File: src/rtl/rasterizer_mem_arbiter.sv
// Shares the rasterizer's single Avalon-MM master between vertex fetch (port 0) and pixel writer (port 1).
// Define RASTER_ARB_FIXED_PRIORITY_EN for fixed port-0 priority with no hold-limit preemption.
module rasterizer_mem_arbiter #(
  parameter int ADDR_W         = 26,
  parameter int TAG_DEPTH_LOG2 = 4,
  parameter int MAX_HOLD       = 64
) (
  input  logic              clock,
  input  logic              reset,
  input  logic [ADDR_W-1:0] s0_address,
  input  logic              s0_read,
  input  logic              s0_write,
  input  logic [3:0]        s0_byteenable,
  input  logic [31:0]       s0_writedata,
  output logic              s0_waitrequest,
  output logic [31:0]       s0_readdata,
  output logic              s0_readdatavalid,
  input  logic [ADDR_W-1:0] s1_address,
  input  logic              s1_read,
  input  logic              s1_write,
  input  logic [3:0]        s1_byteenable,
  input  logic [31:0]       s1_writedata,
  output logic              s1_waitrequest,
  output logic [31:0]       s1_readdata,
  output logic              s1_readdatavalid,
  output logic [ADDR_W-1:0] m_address,
  output logic              m_read,
  output logic              m_write,
  output logic [3:0]        m_byteenable,
  output logic [31:0]       m_writedata,
  input  logic [31:0]       m_readdata,
  input  logic              m_readdatavalid,
  input  logic              m_waitrequest,
  output logic              err_orphan
);

  localparam int TAG_DEPTH = 1 << TAG_DEPTH_LOG2;
  localparam logic [1:0] OWN_NONE = 2'd0;
  localparam logic [1:0] OWN_P0   = 2'd1;
  localparam logic [1:0] OWN_P1   = 2'd2;
  localparam logic [7:0] HOLD_LIMIT = 8'(MAX_HOLD);
  localparam logic [TAG_DEPTH_LOG2:0] TAG_FULL_COUNT = {1'b1, {TAG_DEPTH_LOG2{1'b0}}};
  localparam logic [TAG_DEPTH_LOG2:0] COUNT_ONE = {{TAG_DEPTH_LOG2{1'b0}}, 1'b1};
  localparam logic [TAG_DEPTH_LOG2-1:0] PTR_ONE = {{(TAG_DEPTH_LOG2-1){1'b0}}, 1'b1};

  logic [1:0] owner, owner_next;
  logic       rr_last;
  logic [7:0] hold;
  logic       req0, req1;
  logic       owned, sel1;
  logic       own_read, own_write, own_req;
  logic       read_blocked;
  logic       accepted, grant;
  logic       hold_release, tie_pick1;

  logic [TAG_DEPTH-1:0]      tag_mem;
  logic [TAG_DEPTH_LOG2-1:0] wr_ptr, rd_ptr;
  logic [TAG_DEPTH_LOG2:0]   tag_count, tag_count_next;
  logic                      tag_full, tag_empty;
  logic                      push, pop, head;

  assign req0      = s0_read | s0_write;
  assign req1      = s1_read | s1_write;
  assign owned     = owner != OWN_NONE;
  assign sel1      = owner == OWN_P1;
  assign own_read  = sel1 ? s1_read : s0_read;
  assign own_write = sel1 ? s1_write : s0_write;
  assign own_req   = owned & (sel1 ? req1 : req0);

  // Only reads consume a tag slot, so a full FIFO never stalls a write.
  assign read_blocked = tag_full & own_read;

  assign m_address    = sel1 ? s1_address : s0_address;
  assign m_byteenable = sel1 ? s1_byteenable : s0_byteenable;
  assign m_writedata  = sel1 ? s1_writedata : s0_writedata;
  assign m_read       = owned & own_read & ~tag_full;
  assign m_write      = owned & own_write;

  assign accepted = (m_read | m_write) & ~m_waitrequest;
  assign push     = m_read & ~m_waitrequest;
  assign tag_empty = tag_count == '0;
  assign pop      = m_readdatavalid & ~tag_empty;
  assign head     = tag_mem[rd_ptr];

  assign s0_waitrequest   = (owner != OWN_P0) | m_waitrequest | read_blocked;
  assign s1_waitrequest   = (owner != OWN_P1) | m_waitrequest | read_blocked;
  assign s0_readdata      = m_readdata;
  assign s1_readdata      = m_readdata;
  assign s0_readdatavalid = pop & ~head;
  assign s1_readdatavalid = pop & head;

`ifdef RASTER_ARB_FIXED_PRIORITY_EN
  assign hold_release = 1'b0;
  assign tie_pick1    = 1'b0;
`else
  // Release only on an accepted beat so a transfer is never cut in half.
  assign hold_release = accepted & (sel1 ? req0 : req1) & (hold >= HOLD_LIMIT - 8'd1);
  assign tie_pick1    = ~rr_last;
`endif

  always_comb begin
    owner_next = owner;
    case (owner)
      OWN_NONE: begin
        if (req0 & req1)
          owner_next = tie_pick1 ? OWN_P1 : OWN_P0;
        else if (req0)
          owner_next = OWN_P0;
        else if (req1)
          owner_next = OWN_P1;
      end
      OWN_P0, OWN_P1: begin
        if (!own_req || hold_release)
          owner_next = OWN_NONE;
      end
      default: owner_next = OWN_NONE;
    endcase
  end

  assign grant = (owner == OWN_NONE) & (owner_next != OWN_NONE);

  always_ff @(posedge clock or negedge reset) begin
    if (!reset) begin
      owner   <= OWN_NONE;
      rr_last <= 1'b1;
      hold    <= 8'd0;
    end else begin
      owner <= owner_next;
      if (grant) begin
        rr_last <= owner_next == OWN_P1;
        hold    <= 8'd0;
      end else if (accepted && hold < HOLD_LIMIT) begin
        hold <= hold + 8'd1;
      end
    end
  end

  always_comb begin
    tag_count_next = tag_count;
    case ({push, pop})
      2'b10:   tag_count_next = tag_count + COUNT_ONE;
      2'b01:   tag_count_next = tag_count - COUNT_ONE;
      default: tag_count_next = tag_count;
    endcase
  end

  // Full is registered: a pop in the full cycle unblocks reads only on the next cycle.
  always_ff @(posedge clock or negedge reset) begin
    if (!reset) begin
      wr_ptr     <= '0;
      rd_ptr     <= '0;
      tag_count  <= '0;
      tag_full   <= 1'b0;
      err_orphan <= 1'b0;
    end else begin
      if (push)
        wr_ptr <= wr_ptr + PTR_ONE;
      if (pop)
        rd_ptr <= rd_ptr + PTR_ONE;
      tag_count <= tag_count_next;
      tag_full  <= tag_count_next == TAG_FULL_COUNT;
      if (m_readdatavalid && tag_empty)
        err_orphan <= 1'b1;
    end
  end

  always_ff @(posedge clock) begin
    if (push)
      tag_mem[wr_ptr] <= sel1;
  end

endmodule

File: config.mk
export PLATFORM = sky130hd
export DESIGN_NAME = rasterizer_mem_arbiter
export DESIGN_NICKNAME = d
export VERILOG_FILES = /design/src/rtl/rasterizer_mem_arbiter.sv
export SDC_FILE = /design/constraint.sdc
export NUM_CORES = 1
export LEC_CHECK = 0
export BUFFER_PORTS_ARGS = -buffer_cell sky130_fd_sc_hd__buf_2
export CAP_MARGIN = 20
export CORE_AREA = 2 2 116 118
export CTS_CLUSTER_SIZE = 8
export DETAILED_ROUTE_END_ITERATION = 10
export DIE_AREA = 0 0 118 120
export PLACE_DENSITY = 0.69
export SYNTH_ARGS = -nofsm -noshare
export SYNTH_HDL_FRONTEND = slang
export SYNTH_SLANG_ARGS = --single-unit
File: constraint.sdc
create_clock -name clock -period 7.5 [get_ports clock]
set_input_delay 1.125 -clock clock [delete_from_list [all_inputs] [get_ports clock]]
set_output_delay 1.125 -clock clock [all_outputs]
set_load 0.02 [all_outputs]
==> impl_metrics.yaml, run 1 <==
setup_path:
  slowest_stage: "ha_4"
  cp-start-kind: "register"
  arrival_ps: 4680
  cpLargestDelayFamily: "adder cells"
  critical_path.max_fanout: 85
  path_class: "reg -> reg"
  critPathBufInv: 2
  endpoint_kind: "register"
  max_stage_delay_ps: 850
  cp.required_ps: 7680
  path_cells: "inv_1 > ha_4 > mux2i_1 > nor4_2 > inv_2 > ha_1 > xor2_1 > ha_1 > and3b_1 > o21ai_0 > a21oi_1 > xor2_1 > nor4bb_1"
power_and_ir_drop:
  combPwrFrac: 0.576
  p_clk_frac: 0.165
  p_switching_mw: 0.655
  vdd.ir_drop.worst_uv: 115
  powerDensity_mw_per_mm2: 343
  p_leak_nw: 2.02
  seqPwrFrac: 0.260
  internal-power_mw: 0.840
  total_power_mw: 1.49
  p_sw_frac: 0.438
timing:
  fin_ws_ps: 3000
  clock_skew_ps: 4.18
  finalHoldViolations: 0
  rsz0062_at_grt: "no"
  period_needed_ps: 4500
  period_share: 0.600
  slew_headroom: 0.292
  slew_violations: 0
  timing.setup.tns_ps: 0
  max_freq_ghz: 0.222
  tightestPinTransition_ps: 1060
  finalSetupViolations: 0
outcome:
  outcome: "complete, no violations"
logic_synthesis:
  seq_area_frac_synth: 0.324
  synth.distinct_cells: 45
  yosys.area.top_type: "mux2_2"
  netlist_area_mm2: 0.00349
  synth_nets: 511
  ys_top_cells_by_area: "mux2_2, dfrtp_1, buf_4"
  synthFlopType: "dfrtp_1"
  syn_inst: 334
  synth_warnings: 0
  ys_seq_elements: 42
  synth_edf_count: 16
  netlist.area_leader.share: 0.203
  synth_async_sr_flop_share: 0.619
  synth_most_common_cell: "buf_4"
  postSynthAreaPerCell_um2: 10.4
  synth_commonest_cells: "buf_4, mux2_2, dfrtp_1"
route:
  ant_nets: 0
  drt_iter0_drc: 172
  num_vias: 2967
  drc: 0
  drt_first_pass_iters: 4
  routedWlPerCell_um: 21.8
  detail_route.vias_per_cell: 4.61
  wl_um: 14000
clock_network:
  cts_buffers: 5
  cts_tree: "built"
  cts_resized: 0
  ctsHtreeMaxLevel: 2
  clock-sinks: 42
  ctsHoldBuffers: 0
  clk_latency_ps: 280
  cts_root_buffer: "clkbuf_16"
  clock_path_buffers: 2
  path_clk_slew_ps: 60
  cts_setup_buffers: 0
global_route:
  antenna_found_initial: 8
  grt_usage: 0.193
  grtUsageMet1: 0.234
  grtUsageMet2: 0.307
  grt_max_degree: 86
  grt_overflow: 0
  grt_use_met3: 0.0865
  grt-busiest-layer: "met2"
  grt_pass1_vias: 2967
  grt_pass1_wl_um: 19700
die:
  io_pins: 297
  die_height_um: 120
  dieArea_mm2: 0.0142
  core_mm2: 0.0130
  fp.dieW_um: 118
  row_count: 42
  initial_core_util: 0.269
place:
  pre_cts_ws_ps: 2990
  port_buffers: 200
  dpl_cell_area_mm2: 0.00418
  place.gp.congestion: 0.825
  hpwl_um: 12000
layout:
  fillers: 1351
  synthToLayoutAreaGrowth_pct: 24.9
  drive_gt1_frac: 0.610
  final_cell_area_mm2: 0.00436
  nets: 640
flow_run:
  drv_cap: 0
worst_hold_path:
  hold_path_class: "reg -> reg"
-- layout by cell type, fill, tap and decap left out, drive strengths merged, types with 6 or more instances in the layout --
master	instances
inv	9
xnor2	12
and2	12
ha	13
dfrtp	25
nor2	17
mux2	63
edfxtp	16
nand2	18
xor2	6
buf	200
a21oi	10
o21ai	7
-- kinds of logic (layout without fill, tap and decap cells) --
logic type,Yosys count,in the layout,synth area share
simple gates,74,74,0.115
compound gates,30,30,0.0610
other cells,0,3,0
fa+ha+maj,13,13,0.0466
xor+xnor,18,18,0.0452
flops,42,42,0.324
mux,71,71,0.244
buf+inv,86,216,0.164
-- sequential cells by signal (all words and copies together), names as in the netlist --
register    flops
rr_last         1
owner           2
hold            8
tag_full        1
tag_mem        16
err_orphan      1
tag_count       5
rd_ptr          4
wr_ptr          4
-- power groups by stage --
stage	combinational (mW)	sequential, mW	clock, mW
5_1_grt	0.940	0.400	0.261
4_1_cts	0.871	0.388	0.250
3_5_place_dp	0.867	0.390	0
2_1_floorplan	0.670	0.362	0
3_3_place_gp	0.842	0.384	0
6_report	0.860	0.388	0.246
-- metrics by stage --
stage          hold WS (ps)  instances  utilization
2_1_floorplan           453        334            -
3_3_place_gp            447        632        0.322
3_5_place_dp            462        632        0.322
4_1_cts                 475        640        0.335
5_1_grt                 497        642        0.336
6_report                480        643        0.336
-- final timing paths --
check                           cells after the start  slack [ps]        from         end
worst max-delay path                               13        3000    owner[0]    tag_full
worst min-delay path                                1         480  err_orphan  err_orphan
worst min register to register                      1         480  err_orphan  err_orphan
worst max register to register                     13        3000    owner[0]    tag_full
min in group asynchronous                           1         830       reset   rd_ptr[0]
max in group asynchronous                           1        6280       reset     rr_last
-- metal layers --
layer	vias to the layer above	wire (um)
li1	1366	-
met1	1386	5730
met2	189	6470
met3	22	1470
met4	4	333
met5	-	17
-- layout make-up --
cell class	instances	area, um2	area share
multi-input cells	206	1800	0.413
flip-flops and latches	42	1130	0.260
repair buffers	200	1000	0.230
well taps	176	220	0.0505
clock buffers	5	125	0.0287
clock inverters	3	43.8	0.0100
inverters	8	30.0	0.00689
diodes	3	7.51	0.00172
No activity file was read; power rests on OpenSTA's default activity.
==> run 2, diff against run 1 <==
--- a/config.mk
+++ b/config.mk
@@ -5,13 +5,14 @@
 export SDC_FILE = /design/constraint.sdc
 export NUM_CORES = 1
 export LEC_CHECK = 0
+export ABC_AREA = 1
 export BUFFER_PORTS_ARGS = -buffer_cell sky130_fd_sc_hd__buf_2
 export CAP_MARGIN = 20
-export CORE_AREA = 2 2 116 118
+export CORE_AREA = 2 2 114 116
 export CTS_CLUSTER_SIZE = 8
 export DETAILED_ROUTE_END_ITERATION = 10
-export DIE_AREA = 0 0 118 120
-export PLACE_DENSITY = 0.69
+export DIE_AREA = 0 0 116 118
+export PLACE_DENSITY = 0.71
 export SYNTH_ARGS = -nofsm -noshare
 export SYNTH_HDL_FRONTEND = slang
 export SYNTH_SLANG_ARGS = --single-unit
==> constraint.sdc (replaced) <==
create_clock -name clock -period 4.3 [get_ports clock]
set_input_delay 0.645 -clock clock [delete_from_list [all_inputs] [get_ports clock]]
set_output_delay 0.645 -clock clock [all_outputs]
set_load 0.02 [all_outputs]
==> impl_metrics.yaml, run 2 <==
outcome:
  outcome: "complete, no violations"
power_and_ir_drop:
  p_leak_nw: 2.51
  internal-power_mw: 1.37
  seqPwrFrac: 0.234
  powerDensity_mw_per_mm2: 640
  p_switching_mw: 1.43
  combPwrFrac: 0.619
  p_sw_frac: 0.511
  p_clk_frac: 0.147
  vdd.ir_drop.worst_uv: 260
clock_network:
  cts_setup_buffers: 0
  path_clk_slew_ps: 60
  ctsHoldBuffers: 0
  cts_buffers: 5
  clock-sinks: 42
  clk_latency_ps: 280
  clock_path_buffers: 2
  cts_root_buffer: "clkbuf_16"
  ctsHtreeMaxLevel: 2
  cts_resized: 0
  cts_tree: "built"
place:
  port_buffers: 200
  place.gp.congestion: 0.854
  dpl_cell_area_mm2: 0.00420
  hpwl_um: 9550
logic_synthesis:
  synthFlopType: "dfrtp_1"
  synth.distinct_cells: 35
  synth_async_sr_flop_share: 0.619
  postSynthAreaPerCell_um2: 6.79
  synth_edf_count: 16
  seq_area_frac_synth: 0.321
  synth_commonest_cells: "nand2_1, buf_4, nor2_1"
  synth_most_common_cell: "nand2_1"
  netlist.area_leader.share: 0.252
  netlist_area_mm2: 0.00352
  yosys.area.top_type: "nand2_1"
  ys_seq_elements: 42
  syn_inst: 519
  synth_warnings: 0
  ys_top_cells_by_area: "nand2_1, dfrtp_1, buf_4"
  synth_nets: 696
setup_path:
  critical_path.max_fanout: 64
  cp-start-kind: "register"
  max_stage_delay_ps: 720
  critPathBufInv: 3
  cpLargestDelayFamily: "buffers and inverters"
  path_cells: "inv_1 > ha_2 > inv_2 > nand2_1 > nand2_1 > buf_2"
  endpoint_kind: "primary output"
  path_class: "reg -> out"
  slowest_stage: "inv_2"
  cp.required_ps: 3650
  crit_top_cell: "nand2_1"
  arrival_ps: 2300
worst_hold_path:
  hold_path_class: "in -> async"
layout:
  synthToLayoutAreaGrowth_pct: 24.2
  final_cell_area_mm2: 0.00438
  reg_top3: "tag_mem (16), hold (8), tag_count (5)"
  final_common_cell: "nand2_1"
  final_cell_mix: "nand2_1, buf_2, nor2_1, inv_1, dfrtp_1"
  nets: 823
  largest_reg_flops: 16
  regMostFlops: "tag_mem"
  drive_gt1_frac: 0.338
global_route:
  grt_max_degree: 82
  grt_pass1_wl_um: 18200
  grt_overflow: 0
  grt_pass1_vias: 3469
  grt_usage: 0.172
  antenna_found_initial: 6
route:
  drt_iter0_drc: 184
  dr.max_layer_used: "met5"
  wl_met1_um: 4820
  wl_met2_um: 5480
  drc: 0
  routedWlPerCell_um: 14.2
  ant_nets: 0
  wl_met3_um: 1060
  detail_route.vias_per_cell: 4.28
  drt_first_pass_iters: 4
  num_vias: 3528
  wl_um: 11700
flow_run:
  drv_cap: 0
die:
  die_height_um: 118
  initial_core_util: 0.284
  row_count: 41
  io_pins: 297
  fp.dieW_um: 116
  core_mm2: 0.0124
  dieArea_mm2: 0.0137
timing:
  period_share: 0.685
  slew_violations: 0
  timing.setup.tns_ps: 0
  tightestPinTransition_ps: 1020
  finalHoldViolations: 0
  period_needed_ps: 2940
  slew_headroom: 0.318
  clock_skew_ps: 4.93
  rsz0062_at_grt: "no"
  max_freq_ghz: 0.340
  finalSetupViolations: 0
-- run 2: worst register-to-register path, cell delays in order (launching register included) --
cell and delay [ps]:
dfrtp_1 400, inv_1 90, ha_1 360, nor2_1 230, nand3_2 170, ha_1 320
xor2_1 180, ha_1 190, a21o_1 160, nand2_1 70, o21ai_0 90, xor2_1 150
a21boi_0 230, nor2_1 80
-- run 2: power groups by stage --
stage	logic (mW)	registers, mW	clock network (mW)
6_report	1.74	0.656	0.412
5_1_grt	1.95	0.676	0.442
4_1_cts	1.76	0.656	0.427
3_5_place_dp	1.75	0.661	0
3_3_place_gp	1.74	0.662	0
2_1_floorplan	1.32	0.611	0
-- run 2: metrics by stage --
stage	setup WS [ps]	hold slack, ps	utilization	power [mW]	std cells
2_1_floorplan	1500	349	-	1.93	519
3_3_place_gp	1520	459	0.339	2.40	811
3_5_place_dp	1470	464	0.339	2.41	811
4_1_cts	1310	372	0.352	2.84	819
5_1_grt	1080	408	0.352	3.07	823
6_report	1360	355	0.353	2.80	824
-- run 2: path summary, 6_finish.rpt --
check | start | end | slack [ps] | cells after the start
max in group asynchronous | reset | rr_last | 3560 | 1
hold / removal | reset | err_orphan | 360 | 1
hold reg to reg | rr_last | rr_last | 470 | 2
setup / recovery | owner[0] | m_writedata[23] | 1360 | 6
setup reg to reg | owner[0] | tag_full | 1460 | 13
min in group clock | rr_last | rr_last | 470 | 2
-- run 2: cell families after synthesis --
group / after synthesis / share of synthesized area
xor+xnor: 16 / 0.0398
flops: 42 / 0.321
buf+inv: 113 / 0.190
simple gates: 300 / 0.336
compound gates: 31 / 0.0561
mux: 4 / 0.0114
fa+ha+maj: 13 / 0.0461
-- run 2: layout make-up --
class / instances / area, um2
tap: 172 / 215
inverter: 32 / 120
antenna: 5 / 12.5
timing repair buffer: 201 / 1010
clock inverter: 2 / 33.8
multi-input combinational: 364 / 1730
clock buffer: 6 / 129
fill: 1408 / 8040
sequential: 42 / 1130
-- run 2: layer usage --
| metal | GRT usage | vias up |
|---|---|---|
| met4 | 0.0699 | 2 |
| met5 | 0 | - |
| met3 | 0.0592 | 24 |
| li1 | - | 1806 |
| met1 | 0.210 | 1546 |
| met2 | 0.277 | 150 |
==> run 3, diff against run 2 <==
==> constraint.sdc (replaced) <==
create_clock -name clock -period 3 [get_ports clock]
set_input_delay 0.45 -clock clock [delete_from_list [all_inputs] [get_ports clock]]
set_output_delay 0.45 -clock clock [all_outputs]
set_load 0.02 [all_outputs]
==> impl_metrics.yaml, run 3 (synthesis gave the netlist of run 2 again) <==
clock_network:
  cts_root_buffer: "clkbuf_16"
  ctsHtreeMaxLevel: 2
  clock-sinks: 42
  cts_tree: "built"
  clk_latency_ps: 290
  clock_path_buffers: 2
  path_clk_slew_ps: 60
  cts_buffers: 5
die:
  dieArea_mm2: 0.0137
  die_height_um: 118
  fp.dieW_um: 116
  io_pins: 297
  core_mm2: 0.0124
  row_count: 41
  initial_core_util: 0.284
setup_path:
  path_cells: "inv_1 > ha_2 > o21ai_2 > nand3_2 > ha_1 > xor2_1 > ha_1 > a21o_1 > nand2_1 > o21ai_0 > xor2_1 > a21boi_0 > nor2_1"
  worstRegToRegCells: 13
  slowest_stage: "dfrtp_1"
  max_stage_delay_ps: 410
  path_class: "reg -> reg"
  cp-start-kind: "register"
  cpLargestDelayFamily: "adder cells"
  path_depth: 13
  arrival_ps: 2900
  ff2ff_setup_slack_ps: 270
  cp.required_ps: 3170
  critical_path.max_fanout: 5
  endpoint_kind: "register"
  critPathBufInv: 1
layout:
  final_cell_mix: "nand2_1, buf_2, nor2_1, inv_1, dfrtp_1"
  multi_input_area_mm2: 0.00173
  largest_reg_flops: 16
  fillers: 1382
  regMostFlops: "tag_mem"
  drive_gt1_frac: 0.343
  fin_cells: 828
  synthToLayoutAreaGrowth_pct: 24.8
  final_common_cell: "nand2_1"
  reg_top3: "tag_mem (16), hold (8), tag_count (5)"
  nets: 826
  seqCellArea_mm2: 0.00113
  final_util: 0.354
timing:
  slew_headroom: 0.602
  clock_skew_ps: 4.93
  period_share: 0.909
  tightestPinTransition_ps: 597
  timing.setup.tns_ps: 0
  slew_violations: 0
  finalSetupViolations: 0
  rsz0062_at_grt: "no"
  holdWs_ps: 165
  period_needed_ps: 2730
  finalHoldViolations: 0
  max_freq_ghz: 0.367
route:
  wl_um: 11600
  drc: 0
  drt_first_pass_iters: 4
  routedWlPerCell_um: 14.0
  drt_iter0_drc: 257
  wl_met2_um: 5340
  detail_route.vias_per_cell: 4.31
  num_vias: 3568
  wl_met1_um: 4770
  wl_met3_um: 1130
  ant_nets: 0
  dr.max_layer_used: "met5"
power_and_ir_drop:
  p_clk_frac: 0.132
  p_leak_nw: 2.52
  p_switching_mw: 2.09
  internal-power_mw: 1.91
  combPwrFrac: 0.633
  seqPwrFrac: 0.234
  powerDensity_mw_per_mm2: 909
  p_sw_frac: 0.523
  vdd.ir_drop.worst_uv: 433
place:
  port_buffers: 200
  place.gp.congestion: 0.824
  placedCellCount: 814
  hpwl_um: 9560
worst_hold_path:
  hold_path_class: "in -> async"
global_route:
  grt_overflow: 0
  grt_usage: 0.169
  grt_max_degree: 47
  grt_pass1_wl_um: 17900
  antenna_found_initial: 7
  grt_pass1_vias: 3473
outcome:
  outcome: "complete, no violations"
flow_run:
  drv_cap: 0
==> run 3: timing repair <==
action / 4_1_cts / 5_1_grt
setup buffers: 0 / 0
endpoints found under the setup margin: 0 / 1
hold buffers: 0 / 0
resized for setup: 0 / 1
==> run 3: worst register-to-register path: stages, from the launching register on <==
cell and delay (ps):
dfrtp_1 410, inv_1 90, ha_2 220, o21ai_2 190, nand3_2 180, ha_1 330
xor2_1 190, ha_1 200, a21o_1 170, nand2_1 70, o21ai_0 90, xor2_1 160
a21boi_0 230, nor2_1 80
==> run 3: cell type report <==
| type | count | share of cell area |
|---|---|---|
| multi-input cells | 364 | 0.393 |
| flip-flops and latches | 42 | 0.257 |
| repair buffers | 204 | 0.238 |
| well taps | 172 | 0.0489 |
| clock buffers | 5 | 0.0284 |
| inverters | 32 | 0.0273 |
| clock inverters | 3 | 0.00370 |
| diodes | 6 | 0.00341 |
==> run 3: routing by layer <==
metal / up-vias / global-route usage
met2: 155 / 0.270
met1: 1574 / 0.202
met4: 2 / 0.0677
met5: - / 0
met3: 26 / 0.0675
li1: 1811 / -
==> run 3: final timing paths <==
path / start / end
worst min register to register: rr_last / rr_last
max in group asynchronous: reset / wr_ptr[3]
worst max register to register: owner[0] / tag_full
min in group clock: m_readdatavalid / err_orphan
worst max-delay path: owner[0] / tag_full
worst min-delay path: reset / tag_count[4]
==> run 3: stage by stage <==
step / setup WS [ps] / total power [mW] / cell area (um2)
2_1_floorplan: 197 / 2.76 / 3520
3_3_place_gp: 395 / 3.47 / 4240
3_5_place_dp: 340 / 3.48 / 4240
4_1_cts: 172 / 4.03 / 4380
5_1_grt: 71.5 / 4.35 / 4400
6_report: 272 / 4.00 / 4400
==> run 3: power groups by stage <==
| stage | registers, mW | clock network (mW) | logic [mW] |
|---|---|---|---|
| finish | 0.938 | 0.528 | 2.53 |
| global route | 0.963 | 0.560 | 2.83 |
| floorplan | 0.876 | 0 | 1.89 |
| global placement | 0.944 | 0 | 2.53 |
| detailed placement | 0.942 | 0 | 2.54 |
| CTS | 0.936 | 0.534 | 2.56 |
